$ cat src/rtl/mc_main_control.sv
// mc_main_control
// Main control FSM for the multicycle CPU. Each instruction is stepped through
// fetch, decode, execute, memory and writeback cycles. The control outputs
// depend only on the current state. The one exception is pc_en, which also
// uses the ALU zero flag while in BEQ.
//
// Ports:
//   clk, rst     clock; asynchronous active-high reset (state -> FETCH)
//   opcode[5:0]  instruction[31:26] from the IR, sampled in DECODE/MEMADR
//   zero         ALU zero flag, used only in BEQ
//   pc_en        PC load = pc_write | (pc_write_cond & zero)
//   iord         memory address select (0 PC, 1 ALUOut)
//   mem_read     memory read
//   mem_write    memory write
//   ir_write     instruction register load
//   mem_to_reg   register write data select (0 ALUOut, 1 MDR)
//   reg_dst      register write address select (0 rt, 1 rd)
//   reg_write    register-file write enable
//   alu_src_a    ALU A select (0 PC, 1 reg A)
//   alu_src_b    ALU B select (00 B, 01 4, 10 imm, 11 imm<<2)
//   alu_op       00 add, 01 sub, 10 funct
//   pc_source    00 ALU, 01 ALUOut, 10 jump target
//   state[3:0]   current state code (debug)
//   illegal      high while in HALT
module mc_main_control #(
  parameter logic [5:0] OP_RTYPE = 6'b000000,
  parameter logic [5:0] OP_LW    = 6'b100011,
  parameter logic [5:0] OP_SW    = 6'b101011,
  parameter logic [5:0] OP_BEQ   = 6'b000100,
  parameter logic [5:0] OP_J     = 6'b000010,
  parameter logic [5:0] OP_ADDI  = 6'b001000
) (
  input  logic       clk,
  input  logic       rst,
  input  logic [5:0] opcode,
  input  logic       zero,
  output logic       pc_en,
  output logic       iord,
  output logic       mem_read,
  output logic       mem_write,
  output logic       ir_write,
  output logic       mem_to_reg,
  output logic       reg_dst,
  output logic       reg_write,
  output logic       alu_src_a,
  output logic [1:0] alu_src_b,
  output logic [1:0] alu_op,
  output logic [1:0] pc_source,
  output logic [3:0] state,
  output logic       illegal
);

  typedef enum logic [3:0] {
    S_FETCH  = 4'd0,
    S_DECODE = 4'd1,
    S_MEMADR = 4'd2,
    S_MEMRD  = 4'd3,
    S_MEMWB  = 4'd4,
    S_MEMWR  = 4'd5,
    S_EXEC   = 4'd6,
    S_RWB    = 4'd7,
    S_BEQ    = 4'd8,
    S_JMP    = 4'd9,
    S_ADDIEX = 4'd10,
    S_ADDIWB = 4'd11,
    S_HALT   = 4'd15
  } state_t;

  state_t r_state;
  state_t w_next;
  logic   w_pc_write;
  logic   w_pc_write_cond;
  logic   w_ir_write;
  logic   w_mem_write;
  logic   w_reg_write;

  // Next-state logic. Codes 12-14 are not reachable and fall back to FETCH.
  always_comb begin
    w_next = S_FETCH;
    case (r_state)
      S_FETCH:  w_next = S_DECODE;
      S_DECODE: begin
        if (opcode == OP_LW || opcode == OP_SW) w_next = S_MEMADR;
        else if (opcode == OP_RTYPE)            w_next = S_EXEC;
        else if (opcode == OP_BEQ)              w_next = S_BEQ;
        else if (opcode == OP_J)                w_next = S_JMP;
        else if (opcode == OP_ADDI)             w_next = S_ADDIEX;
        else                                    w_next = S_HALT;
      end
      S_MEMADR: w_next = (opcode == OP_LW) ? S_MEMRD : S_MEMWR;
      S_MEMRD:  w_next = S_MEMWB;
      S_EXEC:   w_next = S_RWB;
      S_ADDIEX: w_next = S_ADDIWB;
      S_HALT:   w_next = S_HALT;
      default:  w_next = S_FETCH;
    endcase
  end

  // The state register is the only storage in the block.
  always_ff @(posedge clk or posedge rst) begin
    if (rst) r_state <= S_FETCH;
    else     r_state <= w_next;
  end

  // Moore output decode from the state register.
  always_comb begin
    w_pc_write      = 1'b0;
    w_pc_write_cond = 1'b0;
    w_ir_write      = 1'b0;
    w_mem_write     = 1'b0;
    w_reg_write     = 1'b0;
    iord            = 1'b0;
    mem_read        = 1'b0;
    mem_to_reg      = 1'b0;
    reg_dst         = 1'b0;
    alu_src_a       = 1'b0;
    alu_src_b       = 2'b00;
    alu_op          = 2'b00;
    pc_source       = 2'b00;
    illegal         = 1'b0;
    case (r_state)
      S_FETCH: begin
        mem_read   = 1'b1;
        w_ir_write = 1'b1;
        alu_src_b  = 2'b01;
        w_pc_write = 1'b1;
      end
      S_DECODE: alu_src_b = 2'b11;
      S_MEMADR: begin
        alu_src_a = 1'b1;
        alu_src_b = 2'b10;
      end
      S_MEMRD: begin
        mem_read = 1'b1;
        iord     = 1'b1;
      end
      S_MEMWB: begin
        w_reg_write = 1'b1;
        mem_to_reg  = 1'b1;
      end
      S_MEMWR: begin
        w_mem_write = 1'b1;
        iord        = 1'b1;
      end
      S_EXEC: begin
        alu_src_a = 1'b1;
        alu_op    = 2'b10;
      end
      S_RWB: begin
        w_reg_write = 1'b1;
        reg_dst     = 1'b1;
      end
      S_BEQ: begin
        alu_src_a       = 1'b1;
        alu_op          = 2'b01;
        w_pc_write_cond = 1'b1;
        pc_source       = 2'b01;
      end
      S_JMP: begin
        w_pc_write = 1'b1;
        pc_source  = 2'b10;
      end
      S_ADDIEX: begin
        alu_src_a = 1'b1;
        alu_src_b = 2'b10;
      end
      S_ADDIWB: w_reg_write = 1'b1;
      S_HALT:   illegal = 1'b1;
      default: ;
    endcase
  end

  // The write enables are gated by rst directly, so none of them can pulse
  // while reset is held. The async reset already forces FETCH, which puts
  // every other output at its FETCH value.
  assign pc_en     = (w_pc_write | (w_pc_write_cond & zero)) & ~rst;
  assign ir_write  = w_ir_write  & ~rst;
  assign mem_write = w_mem_write & ~rst;
  assign reg_write = w_reg_write & ~rst;
  assign state     = r_state;

endmodule

$ cat config.mk
export PLATFORM = sky130hd
export DESIGN_NAME = mc_main_control
export DESIGN_NICKNAME = d
export VERILOG_FILES = /design/src/rtl/mc_main_control.sv
export SDC_FILE = /design/constraint.sdc
export NUM_CORES = 1
export LEC_CHECK = 0
export CAP_MARGIN = 10
export CORE_MARGIN = 2
export CORE_UTILIZATION = 32
export CTS_BUF_LIST = sky130_fd_sc_hd__clkbuf_16
export CTS_CLUSTER_SIZE = 12
export DETAILED_ROUTE_END_ITERATION = 8
export PLACE_DENSITY = 0.75
export SYNTH_ARGS = -nofsm -noshare
export SYNTH_HDL_FRONTEND = slang
export SYNTH_SLANG_ARGS = --single-unit
$ cat constraint.sdc
create_clock -name clk -period 1.3 [get_ports clk]
set_input_delay 0.325 -clock clk [delete_from_list [all_inputs] [get_ports clk]]
set_output_delay 0.325 -clock clk [all_outputs]
set_load 0.01 [all_outputs]
==> results of run 1 <==
==> cells by family after synthesis <==
kind of cell,share of synthesized area
AND/OR/NAND/NOR,0.422
AO/OA/AOI/OAI,0.251
buffers and inverters,0.0647
flip-flops,0.207
XOR/XNOR,0.0544
==> stage by stage <==
| step | hold WS (ns) | setup TNS [ns] |
|---|---|---|
| after CTS | 0.280 | -4.87 |
| after detailed placement | 0.731 | -10.27 |
| after global placement | 0.719 | -9.77 |
| after floorplan | 0.0963 | -0.285 |
==> cell usage after synthesis, drive strengths merged, types with 2 or more instances <==
cell type / count
dfrtp: 4
nand2: 5
inv: 4
clkbuf: 3
a31oi: 3
nor4: 2
a21oi: 2
nand2b: 5
nor2: 11
or3: 2
o21ai: 6
nor3: 9
a211oi: 2
xnor2: 3
==> repair_timing <==
item	CTS
setup buffers	15
endpoints found under the setup margin	24
pin swaps	12
gates resized for setup	131
endpoints found under the hold margin	0
==> results.md, run 1 <==
- Synth warnings: 0
- Placed insts: 140
- Clock Path Buffers: 2
- Placement Cell Area: 0.00106 mm²
- Largest area contributor in the netlist: dfrtp_1
- Clock sink count: 4
- Cells after Synth: 72
- Root Buffer: clkbuf_16
- Ys async rst share: 1.00
- Worst EP Category: primary output
- Std-Cell Rows: 14
- Placer Congestion: 0.850
- Detailed-placement wirelength estimate: 1.56 mm
- Inserted Clock Buffers: 3
- Synth Net Count: 81
- Width of the die: 42.9 µm
- Post-GRT worst EP: reg_write
- Starting Density: 0.332
- EDFF count, synth: 0
- Place WS: -0.777 ns
- Synth top area share: 0.207
- Register bit total from synthesis: 4
- Largest net degree at the start of global routing: 9
- Dominant cells by area after synthesis: dfrtp_1 21%, nor3_1 9.3%, nor2_1 7.8%
- Top FF cell, synth: dfrtp_1
- Stop stage: global routing (5_1_grt)
- Num ports: 29
- Status: stopped before the end
- Post-synth cell types: 28
- Post-CTS Hold Fix Bufs: 0
- First Error: [ERROR DPL-0033] detailed placement checks failed during check placement.
- Synthesized cell area: 483 µm²
- Mean Syn Cell Area: 6.71 µm²
- Die Span Y: 42.9 µm
- Seq/Total Area, Yosys: 0.207
- Port Buffer Count: 28
- H-tree Lvls: 1
- Initial antenna violation count: 0
==> run 2: changes to the inputs <==
Settings changed: CORE_AREA set to 2 2 63 65, CORE_MARGIN 2 to not set, CORE_UTILIZATION 32 to not set, CTS_BUF_LIST sky130_fd_sc_hd__clkbuf_16 to not set, CTS_CLUSTER_SIZE 12 to not set, DIE_AREA set to 0 0 65 67, PLACE_DENSITY 0.75 to not set, PLACE_DENSITY_LB_ADDON set to 0.15.
Clock period 1.3 ns to 1.7 ns, I/O delays scaled along.
==> run 2 against run 1 <==
The flow now finishes, with violations (negative setup slack). Synthesized cell count unchanged. Synthesized area unchanged.
==> results.md, run 2 <==
- Most frequent CP cell: buf_6
- Place WS: -0.550 ns
- Pwr Total: 2.10 mW
- Vias in the first global route: 775
- GRT Util Overall: 0.102
- Drt first pass iters: 6
- Clock Path Buffers: 2
- Nets: 151
- Status: complete, but fails checks
- Width of the die: 65 µm
- Clock edge transition at the registers on the reported setup and hold paths: 0.03 ns
- Worst setup margin: -0.120 ns
- Starting Density: 0.134
- Layout cells sized above 1: 0.600
- Setup TNS Final: -0.352 ns
- Top FF cell, synth: dfrtp_1
- Min-Delay Path Class: input port to asynchronous set/reset pin
- Slew @ Worst Pin: 0.242 ns
- Fin. max-slew vios: 0
- Register bit total from synthesis: 4
- Clock sink count: 4
- Largest area contributor in the netlist: dfrtp_1
- Num ports: 29
- Flop pwr share: 0.101
- First-pass GRT wire length: 3.55 mm
- Routed wire per std cell: 11.4 µm
- Switching Fraction: 0.414
- Largest net degree at the start of global routing: 12
- Area of the core: 0.00361 mm²
- Number of vias per cell: 4.19
- Max Clock Skew: 0.00126 ns
- Setup CP Type: register to output port
- Layout Utilization: 0.346
- Root Buffer: clkbuf_8
- Period utilisation layout: 1.07
- Ys async rst share: 1.00
- DRT iter0 DRCs: 29
- Vias post-DR: 787
- Full die area: 0.00436 mm²
- Mean Syn Cell Area: 6.71 µm²
- Worst Setup End Kind: output port
- Port Buffer Count: 28
- Top cells by count, synth: 10 x nor2_1, 9 x nor3_1, 5 x nand2_1, 5 x nand2b_1
- Crit-path max cell delay: 0.41 ns
- CTS tree: built
- Slew HR: 0.838
- Failing checks: negative setup slack
- Inserted Diodes: 0
- EDFF count, synth: 0
- Power density cells: 1680 mW/mm²
- CP Launch Type: register
- Synth warnings: 0
- Switching Power: 868 µW
- Max FO, Critical Path: 3
- Most common cell after layout, fill and taps aside: buf_4
- Commonest cells after routing, fill and taps aside: 29 x buf_4, 15 x buf_2, 11 x buf_6, 8 x nor2_1, 6 x dlygate4sd2_1
- Clk_lat worst skew: 0.21 ns
- Cells after Synth: 72
- Initial antenna violation count: 0
- Crit path time final: 1.82 ns
- P&R area growth vs syn: 158%
- Drt drc: 0
- Worst EP required: 1.27 ns
- Worst Hold Margin: 0.366 ns
- Dominant cells by area after synthesis: dfrtp_1 21%, nor3_1 9.3%, nor2_1 7.8%
- Routed WL: 2.14 mm
- Die Span Y: 67 µm
- Synthesized cell area: 483 µm²
- CP max-delay cell: dfrtp_2
- RSZ-0062 raised after global routing: yes
- Synth Net Count: 81
- DRT antenna net count: 0
- Most common cell in the netlist: nor2_1
- Synth top area share: 0.207
- Overflow after GRT: 0
- Post-synth cell types: 28
- Placer Congestion: 0.763
- Worst Path Arrival: 1.39 ns
- Peak Freq: 550 MHz
- Static leakage: 0.584 nW
- Seq/Total Area, Yosys: 0.207
- Final Hold Violating Endpoints: 0
- Detailed-placement wirelength estimate: 1.68 mm
- Number of flip-flops in the largest register: 4
- Final setup vio count: 5
- Maxcap violations: 0
- H-tree Lvls: 1
- Pint: 1.23 mW
- VDD IR-drop max: 0.408 mV
- Comb pwr share: 0.807
- Clock share of power: 0.092
- Inserted Clock Buffers: 3
- CP Cell Sequence: buf_6 > buf_6 > nand2b_4 > buf_6 > nor3_2 > buf_2
- Std-Cell Rows: 22
## run 2: layout make-up
type / instances / area (µm²)
Clock buffer: 3 / 41.3
Fill cell: 409 / 2360
Inverter: 4 / 15.0
Multi-Input combinational cell: 60 / 469
Sequential cell: 4 / 104
Tap cell: 48 / 60.1
Timing Repair Buffer: 69 / 557
## run 2: critical path, delay by kind of cell, from the launching register on
family / cells / cell delay [ns]
DFF: 1 / 0.41
buffers and inverters: 4 / 0.48
and+or+nand+nor: 2 / 0.29
## run 2: layer usage
| metal | track usage | routed length [µm] |
|---|---|---|
| met1 | 0.124 | 944 |
| met2 | 0.193 | 1080 |
| met3 | 0.00676 | 111 |
| met4 | 0.0239 | 0 |
| met5 | 0 | 0 |
## run 2: timing repair
item,4_1_cts,5_1_grt
pin swaps,4,7
buffers inserted,4,4
gates resized for setup,82,28
endpoints found under the setup margin,21,19
hold buffers,0,0
## run 2: cells by family after synthesis
| kind of cell | Yosys count | share of synthesized area |
|---|---|---|
| simple gates | 39 | 0.422 |
| compound gates | 18 | 0.251 |
| buf+inv | 8 | 0.0647 |
| flops | 4 | 0.207 |
| xor+xnor | 3 | 0.0544 |
## run 2: power groups by stage
stage	Sequential, mW	Clock, mW	Combinational (mW)
6_report	0.211	0.193	1.69
5_1_grt	0.219	0.207	1.85
4_1_cts	0.203	0.199	1.50
3_5_place_dp	0.189	0	1.43
3_3_place_gp	0.187	0	1.44
2_1_floorplan	0.206	0	0.561
## run 2: metrics by stage
step | std cells | area [µm²]
CTS | 185 | 1150
detailed placement | 178 | 1070
global placement | 178 | 1070
global route | 188 | 1250
floorplan | 72 | 483
finish | 188 | 1250
## run 2: path summary, 6_finish.rpt
path / end / from / cells past startpoint / slack [ns]
worst min-delay path: state[3] / rst / 3 / 0.37
worst max-delay path: mem_write / state[1] / 6 / -0.12
max in group asynchronous: state[1] / rst / 3 / 1.22
worst min register to register: state[1] / state[3] / 3 / 0.77
min in group clk: state[1] / opcode[4] / 4 / 0.66
worst max register to register: state[2] / state[2] / 6 / 0.23
Note: power is estimated with default switching activity, not from simulation.
